==> src/rtl/ul8_pkg.sv <==
// Shared constants for the UL8 datapath register bank.
//   STEP_*         : step_op encodings (2'b11 is reserved and behaves as STEP_NONE)
//   DEFAULT_WIDTH  : default bits per register
//   DEFAULT_DEPTH  : default number of registers
package ul8_pkg;

    localparam logic [1:0] STEP_NONE = 2'b00;
    localparam logic [1:0] STEP_INC  = 2'b01;
    localparam logic [1:0] STEP_DEC  = 2'b10;

    localparam int unsigned DEFAULT_WIDTH = 8;
    localparam int unsigned DEFAULT_DEPTH = 8;

endpackage

==> src/rtl/reg_step_cell.sv <==
// One WIDTH-bit register with load, in-place increment/decrement and wrap detection.
//   clk, reset  : clock, asynchronous active-high reset (clears the register)
//   wr_i        : load wr_data_i (takes priority over any step)
//   wr_data_i   : load value
//   step_op_i   : step request already decoded for this cell (STEP_NONE when not selected)
//   val_d_o     : next value of the register (used by the bank's write-first bypass)
//   wrap_o      : the step being applied this cycle wraps around
module reg_step_cell
    import ul8_pkg::*;
#(
    parameter int unsigned WIDTH = DEFAULT_WIDTH
) (
    input  logic             clk,
    input  logic             reset,
    input  logic             wr_i,
    input  logic [WIDTH-1:0] wr_data_i,
    input  logic [1:0]       step_op_i,
    output logic [WIDTH-1:0] val_d_o,
    output logic             wrap_o
);

    localparam logic [WIDTH-1:0] One = WIDTH'(1);

    logic [WIDTH-1:0] val_q;
    logic [WIDTH-1:0] val_d;
    logic             wrap;

    always_comb begin
        val_d = val_q;
        wrap  = 1'b0;
        if (wr_i) begin
            // A write suppresses the step entirely, including its wrap report.
            val_d = wr_data_i;
        end else if (step_op_i == STEP_INC) begin
            val_d = val_q + One;
            wrap  = &val_q;
        end else if (step_op_i == STEP_DEC) begin
            val_d = val_q - One;
            wrap  = ~|val_q;
        end
    end

    always_ff @(posedge clk or posedge reset) begin
        if (reset) begin
            val_q <= '0;
        end else begin
            val_q <= val_d;
        end
    end

    assign val_d_o = val_d;
    assign wrap_o  = wrap;

endmodule

==> src/rtl/register_bank.sv <==
// DEPTH x WIDTH register bank: one write port, two registered write-first read ports,
// an increment/decrement step port with wrap pulse, and a registered bus-drive port.
//   clk, reset            : clock, asynchronous active-high reset
//   wr_en/wr_addr/wr_data : write port
//   rd_a_addr, rd_b_addr  : read addresses; rd_a_data, rd_b_data registered results
//   step_op, step_addr    : step request; step_wrap registered wrap pulse
//   bus_en, bus_addr      : bus request; bus_data/bus_oe registered drive (data 0 when idle)
// With ZERO_REG != 0, register 0 is hard-wired to zero on every port.
module register_bank
    import ul8_pkg::*;
#(
    parameter int unsigned WIDTH    = DEFAULT_WIDTH,
    parameter int unsigned DEPTH    = DEFAULT_DEPTH,
    parameter int unsigned ZERO_REG = 0,
    localparam int unsigned AW      = $clog2(DEPTH)
) (
    input  logic             clk,
    input  logic             reset,
    input  logic             wr_en,
    input  logic [AW-1:0]    wr_addr,
    input  logic [WIDTH-1:0] wr_data,
    input  logic [AW-1:0]    rd_a_addr,
    input  logic [AW-1:0]    rd_b_addr,
    output logic [WIDTH-1:0] rd_a_data,
    output logic [WIDTH-1:0] rd_b_data,
    input  logic [1:0]       step_op,
    input  logic [AW-1:0]    step_addr,
    output logic             step_wrap,
    input  logic             bus_en,
    input  logic [AW-1:0]    bus_addr,
    output logic [WIDTH-1:0] bus_data,
    output logic             bus_oe
);

    logic [WIDTH-1:0] nxt [DEPTH];
    logic [DEPTH-1:0] wrap;

    for (genvar r = 0; r < DEPTH; r++) begin : g_cell
        localparam logic [AW-1:0] Addr = AW'(r);
        // A hard-wired zero register never loads or steps, so it stays at its reset value.
        localparam bit Frozen = (ZERO_REG != 0) && (r == 0);

        logic       cell_wr;
        logic [1:0] cell_step;

        assign cell_wr   = wr_en && (wr_addr == Addr) && !Frozen;
        assign cell_step = ((step_addr == Addr) && !Frozen) ? step_op : STEP_NONE;

        reg_step_cell #(
            .WIDTH(WIDTH)
        ) u_cell (
            .clk      (clk),
            .reset    (reset),
            .wr_i     (cell_wr),
            .wr_data_i(wr_data),
            .step_op_i(cell_step),
            .val_d_o  (nxt[r]),
            .wrap_o   (wrap[r])
        );
    end

    // Write-first view of a register: its value after the coming edge.
    function automatic logic [WIDTH-1:0] pick(input logic [AW-1:0] a);
        if ((ZERO_REG != 0) && (a == '0)) begin
            return '0;
        end
        return nxt[a];
    endfunction

    logic [WIDTH-1:0] rd_a_q, rd_a_d;
    logic [WIDTH-1:0] rd_b_q, rd_b_d;
    logic [WIDTH-1:0] bus_data_q, bus_data_d;
    logic             bus_oe_q, bus_oe_d;
    logic             wrap_q, wrap_d;

    always_comb begin
        rd_a_d     = pick(rd_a_addr);
        rd_b_d     = pick(rd_b_addr);
        bus_oe_d   = bus_en;
        bus_data_d = bus_en ? pick(bus_addr) : '0;
        // Only one register is stepped per cycle, so at most one bit is set.
        wrap_d     = |wrap;
    end

    always_ff @(posedge clk or posedge reset) begin
        if (reset) begin
            rd_a_q     <= '0;
            rd_b_q     <= '0;
            bus_data_q <= '0;
            bus_oe_q   <= 1'b0;
            wrap_q     <= 1'b0;
        end else begin
            rd_a_q     <= rd_a_d;
            rd_b_q     <= rd_b_d;
            bus_data_q <= bus_data_d;
            bus_oe_q   <= bus_oe_d;
            wrap_q     <= wrap_d;
        end
    end

    assign rd_a_data = rd_a_q;
    assign rd_b_data = rd_b_q;
    assign bus_data  = bus_data_q;
    assign bus_oe    = bus_oe_q;
    assign step_wrap = wrap_q;

endmodule
==> config.mk <==
export PLATFORM = sky130hd
export DESIGN_NAME = register_bank
export DESIGN_NICKNAME = d
export VERILOG_FILES = /design/src/rtl/ul8_pkg.sv /design/src/rtl/reg_step_cell.sv /design/src/rtl/register_bank.sv
export SDC_FILE = /design/constraint.sdc
export NUM_CORES = 1
export LEC_CHECK = 0
export ABC_AREA = 1
export CAP_MARGIN = 10
export CORE_UTILIZATION = 61
export DETAILED_ROUTE_END_ITERATION = 8
export HOLD_SLACK_MARGIN = 0.15
export PLACE_DENSITY_LB_ADDON = 0.25
export SYNTH_ARGS = -nofsm -noshare
export SYNTH_HDL_FRONTEND = slang
export SYNTH_SLANG_ARGS = --single-unit
==> constraint.sdc <==
create_clock -name clk -period 3.2 [get_ports clk]
set_input_delay 0.64 -clock clk [delete_from_list [all_inputs] [get_ports clk]]
set_output_delay 0.64 -clock clk [all_outputs]
set_load 0.005 [all_outputs]
==> results.md <==
| Stage | Item | Reported |
|---|---|---|
| status | Outcome | finished clean |
| timing | Final count of pins violating max slew | 0 |
| route | Avg WL per Cell | 17.9 microns |
| placed design | Inst Count DP | 1567 |
| timing | Worst Hold Slack | 0.633 ns |
| grt | Largest net degree at the start of global routing | 91 |
| route | Violation count after the first detailed-routing iteration | 1304 |
| grt | GRT Util Overall | 0.430 |
| grt | Overflow after GRT | 0 |
| layout | Utilization after layout | 0.722 |
| setup path | Capture point of the worst path | rd_b_data[0] |
| synth | Proportion of synthesized chip area in sequential cells | 0.278 |
| layout | Most frequent cells in the layout | nand2_1 (515), nand3_1 (209), inv_1 (149) |
| grt | Global-route met1 utilization | 0.570 |
| route | Count of unresolved DRC violations after routing | 0 |
| floorplanning | DIE AREA | 0.0138 sq mm |
| floorplanning | Die height | 117 microns |
| timing | Final Skew | 0.00857 ns |
| timing | Final Cycle Share | 0.881 |
| timing | Post-route setup TNS | 0 ns |
| power | Total Power | 5.56 mW |
| layout | Most common cell after layout, fill and taps aside | nand2_1 |
| layout | Fraction of final layout cells sized beyond drive strength 1 | 0.0602 |
| setup path | CP Launch Type | primary input |
| timing | Measured slew at the worst slew-check pin | 0.807 ns |
| synth | Synthesized area per cell | 5.96 sq um |
| timing | Final Setup Violations | 0 |
| power | Sequential group share of total power | 0.334 |
| synth | Cells after synthesis | 1359 |
| clocking | Hold-fix buffers, CTS | 0 |
| power | Cell internal pwr | 3.01 mW |
| setup path | Master of the slowest instance on the critical path | clkdlybuf4s50_1 |
| setup path | Reg2reg start | g_cell[1].u_cell.val_q[0] |
| timing | Final count of hold timing violations | 0 |
| grt | Global-route layer with the greatest usage | met2 |
| power | Worst IR Drop VDD | 0.340 mV |
| clocking | Clk slew on worst S/H paths | 0.06 ns |
| placed design | Number of buffers inserted by port buffering | 54 |
| setup path | Arrival time of the worst setup path | 3.06 ns |
| layout | Signed area change from the synthesized netlist to the final layout | 13.8% |
| layout | Finished layout cell area | 0.00922 sq mm |
| clocking | Post-CTS Repair Setup Buffers | 0 |
| floorplanning | Horiz. Die Dim | 117 microns |
| setup path | Worst Path Required | 3.45 ns |
| setup path | Worst Setup SP | step_addr[2] |
| layout | Net count of the finished layout | 1459 |
| setup path | Worst Path Max Fanout | 10 |
| power | Switch share | 0.458 |
| timing | Final Worst Setup Slack | 0.382 ns |
| clocking | Later-pin clock latency in the skew report | 0.36 ns |
| grt | M2 GR Usage | 0.644 |
| floorplanning | Starting Density | 0.635 |
| clocking | # clock sinks | 90 |
| route | Length of the first detailed-routing pass in iterations | 7 |
| placed design | Pre-CTS setup slack | 0.134 ns |
| route | Number of vias per cell | 5.94 |
| grt | Global-route wire length before repair | 43600 microns |
| timing | Normalized max-slew margin | 0.462 |
| power | Power density over the cells | 603 mW/mm^2 |
| floorplanning | Number of rows in the core area | 41 |
| timing | RSZ-0062 raised after global routing | false |
| power | Sw Pwr | 2.55 mW |
| placed design | HPWL reported at the end of detailed placement | 21600 microns |
| power | Comb power frac | 0.454 |
| power | Total leakage power | 4.83 nW |
| clocking | Post-cts gate resize count | 0 |
| setup path | Reg2reg path depth | 14 |
| clocking | Clock root cell | clkbuf_16 |
| floorplanning | Number of placed I/O pins | 55 |
| setup path | Most prevalent standard cell on the critical path | o21ai_0 |
| setup path | Kind of critical path | in2reg |
| grt | Vias in the first global route | 8220 |
| timing | Peak Freq | 355 MHz |
| grt | Number of antenna violations at the first check in global routing | 2 |
| setup path | Critical register-to-register path endpoint | bus_data[2] |
| setup path | Setup slack on the worst flop-to-flop path | 1.16 ns |
| timing | Final period demand of the worst path | 2.82 ns |
| layout | Non-filler instance count after layout | 1584 |
| clocking | Inserted Clock Buffers | 9 |
| setup path | Crit end category | flip-flop |
| route | Via count | 9409 |
| clocking | Buffers from clock root to sink, at most | 2 |
| flow run | Number of max-cap violations | 0 |
| clocking | H-tree depth reported by CTS | 3 |
| synth | Most common flop cell mapped by yosys | dfrtp_1 |
| floorplanning | Core area | 0.0128 sq mm |
| placed design | Final weighted congestion in routability-driven placement | 1.02 |
| route | Count of nets left with antenna violations after detail routing | 0 |
| route | Routed wire length | 28400 microns |
| synth | Post-synthesis instance area | 0.00811 sq mm |
| synth | Number of enable flip-flop cells after synthesis | 0 |
| synth | Total of flip-flops plus latches after synthesis | 90 |
| synth | Number of warnings printed during yosys synthesis | 0 |
| power | Clock group share of total power | 0.211 |
| setup path | Crit-path cells | clkdlybuf4s50_1 -> buf_4 -> nand3_2 -> nor2_4 -> nor2_1 -> xor2_1 -> nand2_1 -> o21ai_0 -> inv_1 -> o21ai_0 -> nand3_1 -> and2_1 |
| min path | Worst min-delay path class | reg2reg |
| synth | FFs w/ async S/R, synth | 1.00 |
| synth | Unique masters post-synth | 37 |
| setup path | Worst stage delay on the critical path | 0.64 ns |
| synth | Syn Nets | 1412 |
| placed design | Post-place instance area | 0.00890 sq mm |
| clocking | TritonCTS clock tree | built |
| grt | GRT met3 Usage | 0.128 |
==> layer usage <==
metal | wire [microns] | share of wire
met1 | 11200 | 0.39
met2 | 12000 | 0.42
met3 | 3790 | 0.13
met4 | 1360 | 0.048
met5 | 13 | 0.00046
==> final cells by class <==
type	instances	area (sq um)
clock buffers	11	243
inverters	162	609
flip-flops and latches	90	2250
repair buffers	81	768
well taps	172	215
fillers	1119	3550
clock inverters	5	77.6
multi-input cells	1062	5050
diodes	1	2.50
==> Yosys cell counts, types with 3 or more instances <==
cell	n	share of area
a21oi_1	31	0.019
and2_1	3	0.0023
buf_1	7	0.0032
buf_2	4	0.0025
clkbuf_1	31	0.014
clkinv_1	5	0.0023
dfrtp_1	90	0.28
ha_1	24	0.037
inv_1	150	0.069
inv_2	7	0.0032
nand2_1	515	0.24
nand3_1	209	0.13
nand3_2	4	0.0049
nand3b_1	7	0.0065
nand4_1	17	0.013
nor2_1	88	0.041
nor2_2	16	0.012
nor2_4	7	0.0097
nor3_1	16	0.0099
o211ai_1	19	0.018
o21ai_0	37	0.023
o21ai_1	28	0.017
o21ai_2	4	0.0043
xnor2_1	8	0.0086
xor2_1	15	0.016
==> state kept, by name, summed over array words and instances (netlist names) <==
signal / flops
bus_data: 8
bus_oe: 1
g_cell.u_cell.val_q: 64
rd_a_data: 8
rd_b_data: 8
step_wrap: 1
==> how the worst min path moves through the flow <==
stage,from,end,cells past startpoint
2_1_floorplan,g_cell[0].u_cell.val_q[7],g_cell[0].u_cell.val_q[7],3
3_3_place_gp,g_cell[0].u_cell.val_q[7],g_cell[0].u_cell.val_q[7],3
3_5_place_dp,g_cell[0].u_cell.val_q[7],g_cell[0].u_cell.val_q[7],3
4_1_cts,g_cell[0].u_cell.val_q[7],g_cell[0].u_cell.val_q[7],3
5_1_grt,g_cell[0].u_cell.val_q[7],g_cell[0].u_cell.val_q[7],3
6_report,g_cell[0].u_cell.val_q[7],g_cell[0].u_cell.val_q[7],3
==> cell families (layout without fill, tap and decap cells) <==
| family | after synthesis | after routing | share of synthesized area |
|---|---|---|---|
| flip-flops | 90 | 90 | 0.278 |
| XOR/XNOR | 23 | 23 | 0.0249 |
| other | 0 | 1 | 0 |
| AND/OR/NAND/NOR | 889 | 889 | 0.473 |
| adder cells (fa/ha/maj) | 24 | 24 | 0.0370 |
| AO/OA/AOI/OAI | 126 | 126 | 0.0881 |
| buffers and inverters | 207 | 259 | 0.0988 |
==> power groups by stage <==
stage	Combinational [mW]	Sequential (mW)	Clock, mW
finish	2.53	1.86	1.18
global route	2.79	1.90	1.23
CTS	2.44	1.84	1.17
detailed placement	2.41	1.86	0
global placement	2.38	1.86	0
floorplan	1.68	1.74	0
==> worst max-delay path, delay by kind of cell <==
family | cells | cell delay [ns]
and+or+nand+nor | 6 | 0.90
buffers and inverters | 3 | 0.98
xor gates and xnor gates | 1 | 0.15
AOI/OAI and AO/OA | 2 | 0.39
No activity file was read; power rests on OpenSTA's default activity.
